$ cat src/rtl/barker_pkg.sv
// rtl/barker_pkg.sv - shared Barker code constants and sizing helper
//   BARKER_11, BARKER_13 : reference codes, MSB is the first chip on the wire
//   score_width(len)     : bits needed to hold a match count of 0..len
package barker_pkg;

  localparam logic [10:0] BARKER_11 = 11'b11100010010;
  localparam logic [12:0] BARKER_13 = 13'b1111100110101;

  function automatic int score_width(input int len);
    return $clog2(len + 1);
  endfunction

endpackage

$ cat src/rtl/barker_popcount.sv
// rtl/barker_popcount.sv - combinational population count
//   bits : W-bit input vector
//   ones : number of set bits in bits, 0..W
module barker_popcount #(
  parameter int W = 11
) (
  input  logic [W-1:0]             bits,
  output logic [$clog2(W+1)-1:0]   ones
);

  localparam int OW = $clog2(W + 1);

  always_comb begin
    ones = '0;
    for (int i = 0; i < W; i++) begin
      ones = ones + OW'(bits[i]);
    end
  end

endmodule

$ cat src/rtl/barker_stream_correlator.sv
// rtl/barker_stream_correlator.sv - sliding-window code correlator on a chip stream
//   i_clk, i_rst                       : clock, synchronous active-high reset
//   s_tdata/s_tvalid/s_tlast/s_tready  : input chip stream
//   m_tdata                            : match count of the window ending at this chip
//   m_tuser                            : [0] positive hit, [1] inverted hit
//   m_tlast/m_tvalid/m_tready          : output beat framing and handshake
//   o_hit_count                        : saturating count of delivered positive hits
module barker_stream_correlator
  import barker_pkg::*;
#(
  parameter int                  CODE_LEN   = 11,
  parameter logic [CODE_LEN-1:0] CODE       = BARKER_11,
  parameter int                  THRESHOLD  = CODE_LEN,
  parameter bit                  INV_DETECT = 1'b1,
  parameter int                  SCORE_W    = score_width(CODE_LEN)
) (
  input  logic               i_clk,
  input  logic               i_rst,
  input  logic               s_tdata,
  input  logic               s_tvalid,
  input  logic               s_tlast,
  output logic               s_tready,
  output logic [SCORE_W-1:0] m_tdata,
  output logic [1:0]         m_tuser,
  output logic               m_tlast,
  output logic               m_tvalid,
  input  logic               m_tready,
  output logic [15:0]        o_hit_count
);

  if (CODE_LEN < 2 || CODE_LEN > 64) begin : g_bad_code_len
    $error("barker_stream_correlator: CODE_LEN %0d outside 2..64", CODE_LEN);
  end
  if (THRESHOLD < 1 || THRESHOLD > CODE_LEN) begin : g_bad_threshold
    $error("barker_stream_correlator: THRESHOLD %0d outside 1..CODE_LEN", THRESHOLD);
  end

  localparam logic [SCORE_W-1:0] LEN_S = SCORE_W'(CODE_LEN);
  localparam logic [SCORE_W-1:0] THR_S = SCORE_W'(THRESHOLD);
  localparam logic [SCORE_W-1:0] INV_S = SCORE_W'(CODE_LEN - THRESHOLD);

  logic                adv;
  logic                accept;
  // The oldest chip falls out of the window on every shift, so only the
  // newest CODE_LEN-1 chips need to be kept between beats.
  logic [CODE_LEN-2:0] hist;
  logic [CODE_LEN-1:0] window_next;
  logic [SCORE_W-1:0]  fill;
  logic [SCORE_W-1:0]  fill_next;

  logic                s1_valid;
  logic                s1_last;
  logic                s1_full;
  logic [CODE_LEN-1:0] s1_window;

  logic [SCORE_W-1:0]  mismatches;
  logic [SCORE_W-1:0]  score;
  logic                hit_pos;
  logic                hit_inv;

  // Both stages move together whenever the output register can be emptied.
  assign adv         = ~m_tvalid | m_tready;
  assign s_tready    = adv & ~i_rst;
  assign accept      = s_tvalid & s_tready;
  assign window_next = {hist, s_tdata};
  assign fill_next   = (fill == LEN_S) ? LEN_S : fill + SCORE_W'(1);

  // Window and fill only change on an accepting edge, so a stalled tlast
  // beat cannot clear the frame early.
  always_ff @(posedge i_clk) begin
    if (i_rst) begin
      hist <= '0;
      fill <= '0;
    end else if (accept) begin
      if (s_tlast) begin
        hist <= '0;
        fill <= '0;
      end else begin
        hist <= window_next[CODE_LEN-2:0];
        fill <= fill_next;
      end
    end
  end

  always_ff @(posedge i_clk) begin
    if (i_rst) begin
      s1_valid  <= 1'b0;
      s1_last   <= 1'b0;
      s1_full   <= 1'b0;
      s1_window <= '0;
    end else if (adv) begin
      s1_valid <= accept;
      if (accept) begin
        s1_window <= window_next;
        s1_last   <= s_tlast;
        s1_full   <= (fill_next == LEN_S);
      end
    end
  end

  barker_popcount #(
    .W (CODE_LEN)
  ) u_popcount (
    .bits (s1_window ^ CODE),
    .ones (mismatches)
  );

  assign score   = LEN_S - mismatches;
  assign hit_pos = s1_full & (score >= THR_S);
  assign hit_inv = s1_full & INV_DETECT & (score <= INV_S);

  always_ff @(posedge i_clk) begin
    if (i_rst) begin
      m_tvalid <= 1'b0;
      m_tdata  <= '0;
      m_tuser  <= 2'b00;
      m_tlast  <= 1'b0;
    end else if (adv) begin
      m_tvalid <= s1_valid;
      if (s1_valid) begin
        m_tdata <= score;
        m_tuser <= {hit_inv, hit_pos};
        m_tlast <= s1_last;
      end
    end
  end

  always_ff @(posedge i_clk) begin
    if (i_rst) begin
      o_hit_count <= '0;
    end else if (m_tvalid & m_tready & m_tuser[0] & (o_hit_count != 16'hFFFF)) begin
      o_hit_count <= o_hit_count + 16'd1;
    end
  end

endmodule

$ cat config.mk
export PLATFORM = sky130hd
export DESIGN_NAME = barker_stream_correlator
export DESIGN_NICKNAME = d
export VERILOG_FILES = /design/src/rtl/barker_pkg.sv /design/src/rtl/barker_popcount.sv /design/src/rtl/barker_stream_correlator.sv
export SDC_FILE = /design/constraint.sdc
export NUM_CORES = 1
export LEC_CHECK = 0
export CAP_MARGIN = 30
export CORE_AREA = 3 3 69 71
export CTS_BUF_LIST = sky130_fd_sc_hd__clkbuf_8
export DETAILED_ROUTE_END_ITERATION = 7
export DIE_AREA = 0 0 72 74
export GPL_ROUTABILITY_DRIVEN = 1
export GPL_TIMING_DRIVEN = 0
export HOLD_SLACK_MARGIN = 0.12
export MAX_ROUTING_LAYER = met4
export PLACE_DENSITY = 0.86
export SETUP_SLACK_MARGIN = 0.1
export SLEW_MARGIN = 20
export SYNTH_ARGS = -nofsm -noshare
export SYNTH_HDL_FRONTEND = slang
export SYNTH_SLANG_ARGS = --single-unit
$ cat constraint.sdc
create_clock -name i_clk -period 8.8 [get_ports i_clk]
set_input_delay 1.32 -clock i_clk [delete_from_list [all_inputs] [get_ports i_clk]]
set_output_delay 1.32 -clock i_clk [all_outputs]
set_load 0.1 [all_outputs]
* Word level (Yosys, flattened, before mapping)
Cells that the tools add are included.
Word-level totals: bits in registers 52, input bits 6, output and inout port bits 25, logic and storage cells 45
Operators by class: add/sub/neg operators 13, $lt $le $gt $ge 2, eq/ne operators 3, muxes and demuxes 3, bitwise operators 11, reductions and logical operators 2
Operator list (number):
- adder 4 x 1 -> 4 bit | 9
- adder 16 x 1 -> 16 bit, second input constant | 1
- inequality test 16 bit, second input constant | 1
- 2-to-1 mux 10 bit | 1
- equality test 4 bit, second input constant | 2
- 2-to-1 mux 4 bit | 2
- AND 1 bit | 7
- inverter 5 bit | 1
- adder 4 x 1 -> 4 bit, second input constant | 1
- greater-or-equal comparator 4 bit, second input constant | 1
- <= comparator 4 x 1 -> 1 bit, second input constant | 1
- AND reduction 2 bit | 2
- subtractor 4 bit, first input constant | 1
- adder 1 x 1 -> 2 bit | 1
- inverter 1 bit | 2
- bitwise OR 1 bit | 1

* Depth between registers and ports, before layout
depth after elaboration 14, gate-level depth with buffers 16, depth with buffers taken out 16

* Modules after synthesis
Synthesis repeated with hierarchy kept, for this count alone.
Unflattened totals: cell total of the unflattened synthesis 302, area total of the unflattened synthesis 2521.2 µm²
By module, submodules not included:
- barker_stream_correlator | times used 1, cells an instance 276, area each 2288.4 µm², seq. area each 1041.0 µm²
- barker_popcount | times used 1, cells an instance 26, area each 232.7 µm², seq. area each 0.0 µm²

* Worst setup path before layout
Ideal clock, no wire load.
path kind input -> output, start in i_rst, end out s_tready, arrival 3.160 ns, required time 7.480 ns, slack 4.320 ns, cell stages on the path 4, path buffers 3, cells stage by stage clkbuf_1 clkbuf_1 buf_1 nor2_1
Between the ends: cells in the longest elaborated chain, start to end 2
RTL lines:
- from (decl) | line barker_stream_correlator.sv:18 | input logic i_rst,
- inverter 1 bit | line barker_stream_correlator.sv:63 | assign s_tready = adv & ~i_rst;
- AND 1 bit | line barker_stream_correlator.sv:63
- to (decl) | line barker_stream_correlator.sv:22 | output logic s_tready,
No other way between the ends.

* Final worst setup path
Ends and elaborated chain as after synthesis.

==> impl_metrics.toml <==
[run_status]
status = "complete, no violations"

[worst_setup_path]
required_ps = 7480
r2r_end = "m_tuser[1]$_SDFFE_PP0P_"
crit_path_frequent_cell = "clkbuf_1"
worstPathCellList = "clkbuf_1, clkbuf_1, buf_1, nor2_1, clkdlybuf4s50_1"
crit_arrival_ps = 3500
critPathSlowestCell = "clkdlybuf4s50_1"
criticalPathCategory = "input pin to output port"
cp_max_fo = 10
cp_top_family = "buffers and inverters"
critPathLaunchType = "input pin"
ff2ff_path_depth = 16
worst-path-stages = 5
crit_buf_inv = 4
endpoint_kind = "output port"
rr_startpoint = "s1_window[5]$_SDFFE_PP0P_"
r2r_slack_ps = 4760
slowest_delay_ps = 980

[global_routing]
antenna_found_initial = 0
gr-usage-all-layers_pct = 23.4
grt_max_degree = 15
grt_pass1_wl_um = 9570
grt-ovfl-total = 0
grt_pass1_vias = 2068

[timing]
tns_ps = 0
timing.slew.headroom_pct = 33.0
rsz0062_at_grt = "no"
max_freq_mhz = 207
clock_skew_ps = 7.65
finalSetupViolCount = 0
post-route-period-util_pct = 54.8
final_hold_viol_count = 0
fin_crit_ps = 4820
worst_pin_slew_ps = 1000
drv_slew = 0

[logic_synthesis]
synth.avg_cell_area_um2 = 8.45
synth-seq-cells = 52
yosysSeqAreaShare_pct = 40.0
yosysWarnings = 0
synth_cell_type_count = 39
synth_cells = 308
syn_nets = 332
syn_area_um2 = 2600

[cells_and_area]
multi_input_area_um2 = 1400
final_cells = 395
most-common-layout-cells = "52 x nand2_1, 52 x dfxtp_1, 38 x a21oi_1, 29 x clkdlybuf4s50_1, 23 x inv_1"
fin_util_pct = 71.2
num-fill-cells = 356
area.sequential_um2 = 1040
drive_above_1_share_pct = 4.37
final_nets = 368
final_area_um2 = 3060
diodes = 0
areaGrowthSynthToFinish_pct = 17.5

[clocking]
cts_resized = 0
cts_setup_buffers = 0
htree_levels = 2
hold_buffers = 0
clk_latency_ps = 300
clockBufferDepth = 2
cts_inserted_buffers = 5
cts-root-buf = "clkbuf_8"
cts.sinks = 52
cts_tree = "done"
clk_transition_reported_paths_ps = 90

[drt]
ant_nets = 0
wl_met2_um = 2670
viasPerCell = 5.74
routed_wl_um = 5600
wl_per_cell_um = 14.2
wl_met1_um = 2640
top_layer = "met4"
firstDrtPassIters = 4
drtIter0Drc = 152
wl_met3_um = 227
drcViolationCount = 0
vias = 2269

[power]
switching_power_mw = 0.103
worst_ir_drop_vdd_v = 0.000124
pwr-share-comb_pct = 8.6
pwr-share-clk_pct = 36.0
powerDensity_nw_per_um2 = 141
pwr-share-seq_pct = 55.4
p_int_mw = 0.329
swShare_pct = 23.7
p_leak_nw = 1.08

[die]
ios = 31
std_cell_rows = 24
initial_core_util_pct = 60.6
fp.dieW_um = 72
die_h_um = 74
core_um2 = 4290
design.die.area_um2 = 5330

[placement]
dpl-instance-area_um2 = 2960
hpwl_um = 4120
place_congestion = 0.921
dpl.cell_count = 389
io_buffers = 29

[worst_hold_path]
hold_class = "flop to flop"
holdPathEnd = "m_tdata[1]$_SDFFE_PP0P_"
hold_depth = 2
hold_path_startpoint = "m_tdata[1]$_SDFFE_PP0P_"

[job]
cap_violations = 0
==> power groups by stage <==
stage | combinational, mW | sequential, mW | clock, mW
after detailed placement | 0.0369 | 0.245 | 0
after floorplan | 0.0180 | 0.253 | 0
final | 0.0372 | 0.239 | 0.155
after global placement | 0.0364 | 0.245 | 0
after CTS | 0.0371 | 0.239 | 0.159
after global routing | 0.0406 | 0.240 | 0.168
==> stage by stage <==
stage | setup WS, ps | hold slack, ps | power [mW]
2_1_floorplan | 4320 | 425 | 0.271
3_3_place_gp | 3990 | 443 | 0.281
3_5_place_dp | 3980 | 451 | 0.282
4_1_cts | 4000 | 468 | 0.435
5_1_grt | 3800 | 486 | 0.448
6_report | 3980 | 461 | 0.432
==> cells by family (layout without fill, tap and decap cells) <==
| group | after synthesis | count (layout) | share of synthesized area [%] |
|---|---|---|---|
| AO/OA/AOI/OAI | 68 | 68 | 15.4 |
| XOR/XNOR | 1 | 1 | 0.337 |
| adder cells (fa/ha/maj) | 18 | 18 | 10.7 |
| buffers and inverters | 41 | 76 | 6.35 |
| flip-flops | 52 | 52 | 40.0 |
| multiplexers | 3 | 3 | 1.30 |
| AND/OR/NAND/NOR | 125 | 125 | 25.9 |
==> how the worst max path moves through the flow <==
stage / startpoint / to / slack, ps
6_report: i_rst / s_tready / 3980
3_3_place_gp: i_rst / s_tready / 3990
2_1_floorplan: i_rst / s_tready / 4320
4_1_cts: i_rst / s_tready / 4000
3_5_place_dp: i_rst / s_tready / 3980
5_1_grt: i_rst / s_tready / 3800
==> worst min-delay path, delay by kind of cell (launching register included) <==
kind	cells	cell delay, ps
flops	1	320
simple gates	1	50
compound gates	1	50
==> synth_stat cells (all sizes together) <==
cell | count | area (µm²)
nor2 | 8 | 30.0
clkinv | 1 | 3.75
a2bb2oi | 1 | 8.76
ha | 11 | 138
a21o | 1 | 7.51
o31ai | 14 | 105
and4 | 2 | 17.5
o31a | 1 | 8.76
nand3b | 10 | 75.1
o211ai | 2 | 15.0
nand2 | 52 | 195
or2 | 1 | 6.26
xor2 | 1 | 8.76
buf | 7 | 37.5
nand2b | 1 | 6.26
o21a | 1 | 7.51
and4b | 1 | 10.0
clkbuf | 10 | 37.5
dfxtp | 52 | 1040
a41oi | 1 | 8.76
nand3 | 13 | 65.1
a21oi | 38 | 190
fa | 7 | 140
nor4 | 4 | 40.0
mux2 | 3 | 33.8
and3 | 4 | 25.0
nand4 | 6 | 43.8
inv | 23 | 86.3
or3 | 4 | 25.0
nor3b | 2 | 15.0
or4 | 11 | 82.6
a211o | 1 | 8.76
nor2b | 6 | 37.5
o21ai | 8 | 40.0
==> layer usage <==
layer  GRT usage, %  vias up
met5              -        -
met1           30.9     1055
li1               -     1160
met2           37.0       49
met4           6.89        0
met3           4.19        5
==> area by class of cell <==
class / count / area share [%]
Buffer: 17 / 2.46
Inverter: 24 / 2.95
Timing Repair Buffer: 29 / 9.50
Clock inverter: 1 / 0.983
Multi-Input combinational cell: 215 / 45.7
Clock buffer: 5 / 2.25
Tap cell: 52 / 2.13
Sequential cell: 52 / 34.1
==> flip-flops by register name (all words and copies together) (netlist names), 2 cells and up <==
name and cells:
s1_window 11, m_tdata 4, hist 10, o_hit_count 16, m_tuser 2, fill 4
(Power assumes the default switching activity.)
